### config.mk
export PLATFORM = sky130hd
export DESIGN_NAME = btn_conditioner
export DESIGN_NICKNAME = d
export VERILOG_FILES = /design/src/rtl/btn_conditioner.sv
export SDC_FILE = /design/constraint.sdc
export NUM_CORES = 1
export LEC_CHECK = 0
export BUFFER_PORTS_ARGS = -buffer_cell sky130_fd_sc_hd__clkbuf_2
export CAP_MARGIN = 20
export CORE_AREA = 2 2 99 101
export CTS_CLUSTER_DIAMETER = 60
export CTS_CLUSTER_SIZE = 24
export DETAILED_ROUTE_END_ITERATION = 8
export DIE_AREA = 0 0 101 103
export PLACE_DENSITY = 0.71
export SETUP_SLACK_MARGIN = 0.15
export SLEW_MARGIN = 25
export SYNTH_ARGS = -nofsm -noshare
export SYNTH_HDL_FRONTEND = slang
export SYNTH_SLANG_ARGS = --single-unit
### constraint.sdc
create_clock -name clk -period 2.5 [get_ports clk]
set_input_delay 0.375 -clock clk [delete_from_list [all_inputs] [get_ports clk]]
set_output_delay 0.375 -clock clk [all_outputs]
set_load 0.01 [all_outputs]
### src/rtl/btn_conditioner.sv
// ---------------------------------------------------------------------------
// btn_conditioner
//
// Purpose:
//    Conditions raw, asynchronous, bouncing board buttons into clean signals
//    synchronous to clk. Each channel gets a debounced level, a one-cycle
//    press pulse on an accepted rising transition and a one-cycle release
//    pulse on an accepted falling transition. The level outputs feed the
//    game top's step/jump/button inputs; the press pulses serve single-shot
//    consumers such as "one jump per press".
//
// Ports:
//    clk          in   1      system/pixel clock, rising edge
//    rst          in   1      asynchronous reset, active low (0 = in reset)
//    btn_raw      in   N_BTN  raw button pins, unsynchronized and bouncing
//    btn_level    out  N_BTN  debounced level per channel (registered)
//    btn_press    out  N_BTN  one-cycle pulse on accepted 0->1 (registered)
//    btn_release  out  N_BTN  one-cycle pulse on accepted 1->0 (registered)
//
// Parameters:
//    N_BTN            number of channels, bit i is channel i
//    DEBOUNCE_CYCLES  consecutive stable synchronized cycles needed to
//                     accept a new level (legal range 2 .. 2^24)
//    REPEAT_DELAY     cycles held before the first auto-repeat press
//    REPEAT_PERIOD    cycles between later auto-repeat presses
//
// Build option:
//    BTN_AUTOREPEAT_EN  when defined, a held button issues extra press
//                       pulses REPEAT_DELAY cycles after the initial press
//                       and then every REPEAT_PERIOD cycles. When undefined
//                       there is exactly one press per accepted press and
//                       the REPEAT_* parameters have no effect.
//
// Latency: a clean edge on btn_raw in cycle 0 changes btn_level and fires
// the matching pulse in cycle 2 + DEBOUNCE_CYCLES; the pulse cycle is the
// first cycle of the new level.
// ---------------------------------------------------------------------------
module btn_conditioner #(
   parameter int N_BTN           = 4,
   parameter int DEBOUNCE_CYCLES = 650000,
   parameter int REPEAT_DELAY    = 26000000,
   parameter int REPEAT_PERIOD   = 6500000
) (
   input  logic             clk,
   input  logic             rst,
   input  logic [N_BTN-1:0] btn_raw,
   output logic [N_BTN-1:0] btn_level,
   output logic [N_BTN-1:0] btn_press,
   output logic [N_BTN-1:0] btn_release
);

   localparam int CNT_W = $clog2(DEBOUNCE_CYCLES + 1);
   localparam logic [CNT_W-1:0] CNT_ONE  = CNT_W'(1);
   localparam logic [CNT_W-1:0] CNT_LAST = CNT_W'(DEBOUNCE_CYCLES - 1);

   // Per-channel debounce states. RISE/FALL are the "candidate" states in
   // which the counter measures how long the new value has been stable.
   typedef enum logic [1:0] {
      S_LOW  = 2'd0,
      S_RISE = 2'd1,
      S_HIGH = 2'd2,
      S_FALL = 2'd3
   } state_e;

   logic [N_BTN-1:0] sync1_q, sync1_d;
   logic [N_BTN-1:0] sync2_q, sync2_d;

   state_e           state_q [N_BTN];
   state_e           state_d [N_BTN];
   logic [CNT_W-1:0] cnt_q   [N_BTN];
   logic [CNT_W-1:0] cnt_d   [N_BTN];

   logic [N_BTN-1:0] btn_level_q,   btn_level_d;
   logic [N_BTN-1:0] btn_press_q,   btn_press_d;
   logic [N_BTN-1:0] btn_release_q, btn_release_d;

   // Extra press requests from the auto-repeat logic (all zero when the
   // feature is not built).
   logic [N_BTN-1:0] rep_fire;

   // Two-flop synchronizer chain: the first stage may go metastable, the
   // second stage is the only value the debounce FSMs ever look at.
   always_comb begin
      sync1_d = btn_raw;
      sync2_d = sync1_q;
   end

   // Debounce next-state logic. A candidate state returns to its origin on
   // the first disagreeing sample, so any glitch shorter than the threshold
   // leaves no trace. The threshold compare exits before the counter could
   // ever wrap.
   always_comb begin
      for (int i = 0; i < N_BTN; i++) begin
         state_d[i] = state_q[i];
         cnt_d[i]   = '0;
         case (state_q[i])
            S_LOW: begin
               if (sync2_q[i]) begin
                  state_d[i] = S_RISE;
                  cnt_d[i]   = CNT_ONE;
               end
            end
            S_RISE: begin
               if (!sync2_q[i]) begin
                  state_d[i] = S_LOW;
               end else if (cnt_q[i] == CNT_LAST) begin
                  state_d[i] = S_HIGH;
               end else begin
                  cnt_d[i] = cnt_q[i] + CNT_ONE;
               end
            end
            S_HIGH: begin
               if (!sync2_q[i]) begin
                  state_d[i] = S_FALL;
                  cnt_d[i]   = CNT_ONE;
               end
            end
            S_FALL: begin
               if (sync2_q[i]) begin
                  state_d[i] = S_HIGH;
               end else if (cnt_q[i] == CNT_LAST) begin
                  state_d[i] = S_LOW;
               end else begin
                  cnt_d[i] = cnt_q[i] + CNT_ONE;
               end
            end
            default: begin
               state_d[i] = S_LOW;
            end
         endcase
      end
   end

   // Output decode. The level follows the accepted side of the FSM (a
   // candidate state still reports the old level), and the pulses mark the
   // exact transitions out of a candidate state on acceptance, so a press
   // and a release can never coincide on one channel.
   always_comb begin
      btn_level_d   = '0;
      btn_press_d   = '0;
      btn_release_d = '0;
      for (int i = 0; i < N_BTN; i++) begin
         btn_level_d[i]   = (state_d[i] == S_HIGH) || (state_d[i] == S_FALL);
         btn_press_d[i]   = ((state_q[i] == S_RISE) && (state_d[i] == S_HIGH))
                            || rep_fire[i];
         btn_release_d[i] = (state_q[i] == S_FALL) && (state_d[i] == S_LOW);
      end
   end

   // State, counter, synchronizer and output registers. Reset is
   // asynchronous so the outputs drop immediately and any partial count is
   // discarded.
   always_ff @(posedge clk or negedge rst) begin
      if (!rst) begin
         sync1_q       <= '0;
         sync2_q       <= '0;
         btn_level_q   <= '0;
         btn_press_q   <= '0;
         btn_release_q <= '0;
         for (int i = 0; i < N_BTN; i++) begin
            state_q[i] <= S_LOW;
            cnt_q[i]   <= '0;
         end
      end else begin
         sync1_q       <= sync1_d;
         sync2_q       <= sync2_d;
         btn_level_q   <= btn_level_d;
         btn_press_q   <= btn_press_d;
         btn_release_q <= btn_release_d;
         for (int i = 0; i < N_BTN; i++) begin
            state_q[i] <= state_d[i];
            cnt_q[i]   <= cnt_d[i];
         end
      end
   end

`ifdef BTN_AUTOREPEAT_EN
   localparam int REP_W = $clog2(REPEAT_DELAY + REPEAT_PERIOD + 1);
   localparam logic [REP_W-1:0] REP_ONE   = REP_W'(1);
   localparam logic [REP_W-1:0] REP_BASE  = REP_W'(REPEAT_DELAY);
   localparam logic [REP_W-1:0] REP_FIRST = REP_W'(REPEAT_DELAY - 1);
   localparam logic [REP_W-1:0] REP_NEXT  = REP_W'(REPEAT_DELAY + REPEAT_PERIOD - 1);

   logic [REP_W-1:0] rep_cnt_q [N_BTN];
   logic [REP_W-1:0] rep_cnt_d [N_BTN];

   // Repeat timer. It only runs while a channel stays in S_HIGH; every other
   // state (including the edge that enters S_HIGH) holds it at zero. After
   // the first repeat the counter is parked at REPEAT_DELAY so the later
   // repeats are spaced by REPEAT_PERIOD using the same counter.
   always_comb begin
      rep_fire = '0;
      for (int i = 0; i < N_BTN; i++) begin
         rep_cnt_d[i] = '0;
         if ((state_q[i] == S_HIGH) && (state_d[i] == S_HIGH)) begin
            if ((rep_cnt_q[i] == REP_FIRST) || (rep_cnt_q[i] == REP_NEXT)) begin
               rep_fire[i]  = 1'b1;
               rep_cnt_d[i] = REP_BASE;
            end else begin
               rep_cnt_d[i] = rep_cnt_q[i] + REP_ONE;
            end
         end
      end
   end

   // Repeat timer registers.
   always_ff @(posedge clk or negedge rst) begin
      if (!rst) begin
         for (int i = 0; i < N_BTN; i++) begin
            rep_cnt_q[i] <= '0;
         end
      end else begin
         for (int i = 0; i < N_BTN; i++) begin
            rep_cnt_q[i] <= rep_cnt_d[i];
         end
      end
   end
`else
   // Without auto-repeat there are no repeat timers and no extra presses;
   // the repeat settings are only folded into a deliberately unused net.
   logic repeat_cfg_unused;
   assign repeat_cfg_unused = (REPEAT_DELAY > 0) ^ (REPEAT_PERIOD > 0);
   assign rep_fire          = '0;
`endif

   assign btn_level   = btn_level_q;
   assign btn_press   = btn_press_q;
   assign btn_release = btn_release_q;

endmodule

### Word level (Yosys, flattened, before mapping)

Index checks and enable logic that the tools add are counted.

* bits in registers: 108
* input port bits: 6
* output and inout bits: 12
* logic and storage cells: 113

* add/sub/neg operators: 4
* equal/unequal tests: 24
* muxes and demuxes: 52
* reductions and logical operators: 20

Operator list (count)
* $pmux W20 S4: 4
* $mux W20: 12
* $add A20 B1 Y20 const B: 4
* $eq A20 B20 Y1 const B: 4
* $mux W2: 24
* $eq A2 B2 Y1 const B: 16
* $pmux W2 S4: 4
* $logic_not A2 Y1: 8
* $eq A2 B1 Y1 const B: 4
* $logic_and A1 B1 Y1: 8
* $mux W1: 8
* $logic_or A1 B1 Y1: 4

### Longest topological paths before layout

* depth in word-level cells: 6
* mapped depth: 7
* mapped depth without buffers: 5

### Least setup slack after synthesis

OpenSTA, ideal clock, no wires.

* path kind: flip-flop to flip-flop
* from: reg cnt_q[52] (netlist bit)
* to: reg btn_level_q[1] (netlist: btn_level[1])
* library setup time: 0.127 ns
* arrival time: 1.740 ns
* data required time: 2.373 ns
* path slack: 0.633 ns
* stages on the path, launching flop included: 6
* buffers on the path: 1
* period minus slack after synthesis: 1.867 ns
* cells stage by stage: dfrtp_1 -> or4_1 -> nor4_1 -> and3_1 -> buf_2 -> mux2_1

* cells in the longest elaborated chain, start to end: 6
* elaborated cells on any way between the ends: 9
* those cells by class: 3 x eq/ne; 5 x mux; 1 x reduce/logical

Ends and longest elaborated chain
* start, declared: RTL line 70 `logic [CNT_W-1:0] cnt_q [N_BTN];`
* start signal, assigned by index: RTL line 172 `cnt_q[i] <= cnt_d[i];`
* $eq A20 B20 Y1 (*): RTL line 106, 121
* $mux W2, on equally long branches: RTL line 121, 106
* $mux W2, on equally long branches: RTL line 119, 104
* $pmux W2 S4 (*): RTL line 96 `case (state_q[i])`
* $eq A2 B2 Y1: RTL line 143 `btn_level_d[i] = (state_d[i] == S_HIGH) || (state_d[i] == S_FALL);`
* $logic_or A1 B1 Y1 (*): RTL line 143
* named net btn_level_d[1]: RTL line 73 `logic [N_BTN-1:0] btn_level_q, btn_level_d;`
* end signal, assigned: RTL line 167 `btn_level_q <= btn_level_d;`
* end, declared: RTL line 73

Mark *: on every way through the listed nets, which the timed path passes. The rest lies on a longest branch.

==> results.json <==
{
  "fp.dieH_um": 103,
  "drive_gt1_frac": 0.1074,
  "fin_crit_sh": 0.8055,
  "antenna_found_initial": 0,
  "ctsLongestPathBuffers": 2,
  "setup-tns-final_ns": 0,
  "critPathCaptureType": "register",
  "synthFlopType": "dfrtp_1",
  "p_int_uw": 2138,
  "row_count": 36,
  "cp-start-kind": "register",
  "worstPathArrival_ns": 2.22,
  "numCtsBuffers": 9,
  "yosysTopAreaCellShare": 0.5349,
  "drtAntennaViolNets": 0,
  "yosysMostFrequentCell": "dfrtp_1",
  "nFillCells": 817,
  "crit_path_max_fanout": 16,
  "hold_path_class": "in -> async",
  "antenna_cells": 0,
  "fin_skew_ns": 0.01289,
  "seqCellArea_mm2": 0.002678,
  "power_density_mw_per_mm2": 516.9,
  "worstMarginPinSlew_ns": 0.6740,
  "cts_tree": "built",
  "cts_setup_buffers": 0,
  "fin_total_pwr_uw": 2780,
  "cp.depth": 4,
  "grt_max_degree": 50,
  "slew_viol_final": 0,
  "critPathKind": "reg -> reg",
  "cpPeakStageDelay_ns": 0.60,
  "ctsHoldBuffers": 0,
  "wl_per_cell_um": 14.16,
  "total_leakage_power_uw": 0.002146,
  "num_vias": 3523,
  "ctsResizeCount": 0,
  "io_pins": 18,
  "clockRootBuffer": "clkbuf_8",
  "place.gp.congestion": 0.8220,
  "totalWireLength_um": 8866,
  "synth_area_leader_cell": "dfrtp_1",
  "slowest_stage": "o21ai_2",
  "netlist_top_cells_count": "dfrtp_1 (107), nor2_1 (82), xnor2_1 (52), nand3_1 (27)",
  "syn_area_mm2": 0.005006,
  "coreArea_mm2": 0.009459,
  "yosysSeqAreaShare": 0.5349,
  "clock_sinks": 107,
  "first_global_vias": 3346,
  "syn_inst": 486,
  "avgViaCountPerCell": 5.628,
  "hold_viol": 0,
  "status": "finished, final reports clean",
  "sw_frac_of_total": 0.2309,
  "yosysUniqueCellTypes": 51,
  "drt-initial-drc-count": 90,
  "synth.net_count": 496,
  "slew_headroom": 0.5506,
  "grt_usage": 0.1826,
  "switching_power_uw": 641.7,
  "reg2reg_depth": 4,
  "fin_nets": 517,
  "dieArea_mm2": 0.01040,
  "insertion_delay_ns": 0.36,
  "start_util": 0.5292,
  "drt_first_pass_iters": 4,
  "numPortBuffers": 17,
  "htree_levels": 3,
  "drc_errors": 0,
  "fin_util": 0.5685,
  "synth_area_leaders": "dfrtp_1 (53%), xnor2_1 (9.1%), nor2_1 (6.1%)",
  "seqPwrFrac": 0.635,
  "grt_first_pass_wirelength_um": 15270,
  "required_ns": 2.70,
  "critPathTopFamily": "compound AO/OA/AOI/OAI gates",
  "area_growth_pct": 7.423,
  "grt-ovfl-total": 0,
  "setup_ws_ns": 0.4862,
  "setup_viol": 0,
  "worst-path-buf-inv": 0,
  "dpl.hpwl_um": 6083,
  "synth_area_per_cell_um2": 10.30,
  "yosys_warnings": 0,
  "period_minus_slack_ns": 2.014,
  "place_ws_ns": 0.4787,
  "ir_drop_mv": 0.2545,
  "synth-seq-cells": 107,
  "die_w_um": 101,
  "synth-edff-count": 0,
  "async_flop_share": 1.000,
  "multiInputGateArea_mm2": 0.002182,
  "path_cells": "nand4bb_1 -> or4_1 -> o21ai_2 -> a21oi_1",
  "rsz0062_at_grt": "false",
  "p_clk_frac": 0.332,
  "power_frac_comb": 0.033,
  "maxCapViolations": 0,
  "clkSlewWorstSetupHoldPaths_ns": 0.10,
  "fmax_mhz": 496.6
}
[cell families (layout without fill, tap and decap cells)]
family / count (synthesis) / after routing / synth area share
simple gates: 237 / 237 / 0.2494
flops: 107 / 107 / 0.5349
xor+xnor: 60 / 60 / 0.1050
compound gates: 36 / 36 / 0.05174
buf+inv: 33 / 59 / 0.02924
mux: 9 / 9 / 0.01974
fa+ha+maj: 4 / 4 / 0.009998
[registers in the layout, indices dropped and copies added (netlist names)]
register,flops
btn_level,3
btn_press,4
btn_release,4
cnt_q,80
state_q,8
sync1_q,4
sync2_q,4
[worst reg2reg max path, stage by stage (launching register included)]
cell       delay [ns]
dfrtp_1          0.44
nand4bb_1        0.19
or4_1            0.51
o21ai_2          0.60
a21oi_1          0.13
[power groups by stage]
| stage | combinational, uW | clock, uW | sequential (uW) |
|---|---|---|---|
| final | 91.6 | 924 | 1760 |
| after global placement | 93.8 | 0 | 1800 |
| after global routing | 107 | 1040 | 1770 |
| after detailed placement | 95.9 | 0 | 1800 |
| after floorplan | 42.1 | 0 | 1790 |
| after CTS | 96.2 | 961 | 1760 |
[path summary, 6_finish.rpt]
check	startpoint	to	slack [ns]
worst max-delay path	cnt_q[17]$_DFF_PN0_	cnt_q[15]$_DFF_PN0_	0.49
worst min-delay path	rst	cnt_q[69]$_DFF_PN0_	0.007
worst max register to register	cnt_q[17]$_DFF_PN0_	cnt_q[15]$_DFF_PN0_	0.49
worst min register to register	sync1_q[2]$_DFF_PN0_	sync2_q[2]$_DFF_PN0_	0.36
max in group asynchronous	rst	cnt_q[60]$_DFF_PN0_	1.75
min in group clk	btn_raw[3]	sync1_q[3]$_DFF_PN0_	0.12
[layout make-up]
cell class | instances | share of cell area
sequential | 107 | 0.4979
clock inverter | 4 | 0.005119
timing repair buffer | 21 | 0.02420
multi-input combinational | 346 | 0.4058
inverter | 22 | 0.01536
clock buffer | 12 | 0.02513
tap | 114 | 0.02652
[layer usage]
metal  track usage  wire length (um)  vias up  part of all wire
met3       0.03458               243        8             0.027
met1        0.2488              4299     1723              0.48
met4       0.06133                99        0             0.011
met5             0                 0        -                 0
li1              -                 -     1740                 -
met2        0.2974              4223       52              0.48
[per-stage QoR]
step | hold slack (ns) | instances | area (um2)
2_1_floorplan | 0.07941 | 486 | 5006
3_3_place_gp | 0.3321 | 610 | 5215
3_5_place_dp | 0.3372 | 610 | 5215
4_1_cts | 0.04316 | 626 | 5378
5_1_grt | 0.04763 | 626 | 5378
6_report | 0.007147 | 626 | 5378
[placed cells by master, fill, tap and decap left out, types with 5 or more instances in the layout]
cell / synthesis / routed
dfrtp_1: 107 / 107
nor2_1: 82 / 82
xnor2_1: 52 / 52
nand3_1: 27 / 27
inv_1: 21 / 21
nor3_1: 21 / 21
nor4_1: 20 / 20
nand4_1: 20 / 20
nand2_1: 18 / 18
clkbuf_2: 0 / 16
and3_1: 10 / 10
a21oi_1: 9 / 9
clkbuf_8: 0 / 9
xor2_1: 8 / 8
and3b_1: 6 / 6
or4_1: 5 / 5
(Power assumes the default switching activity.)
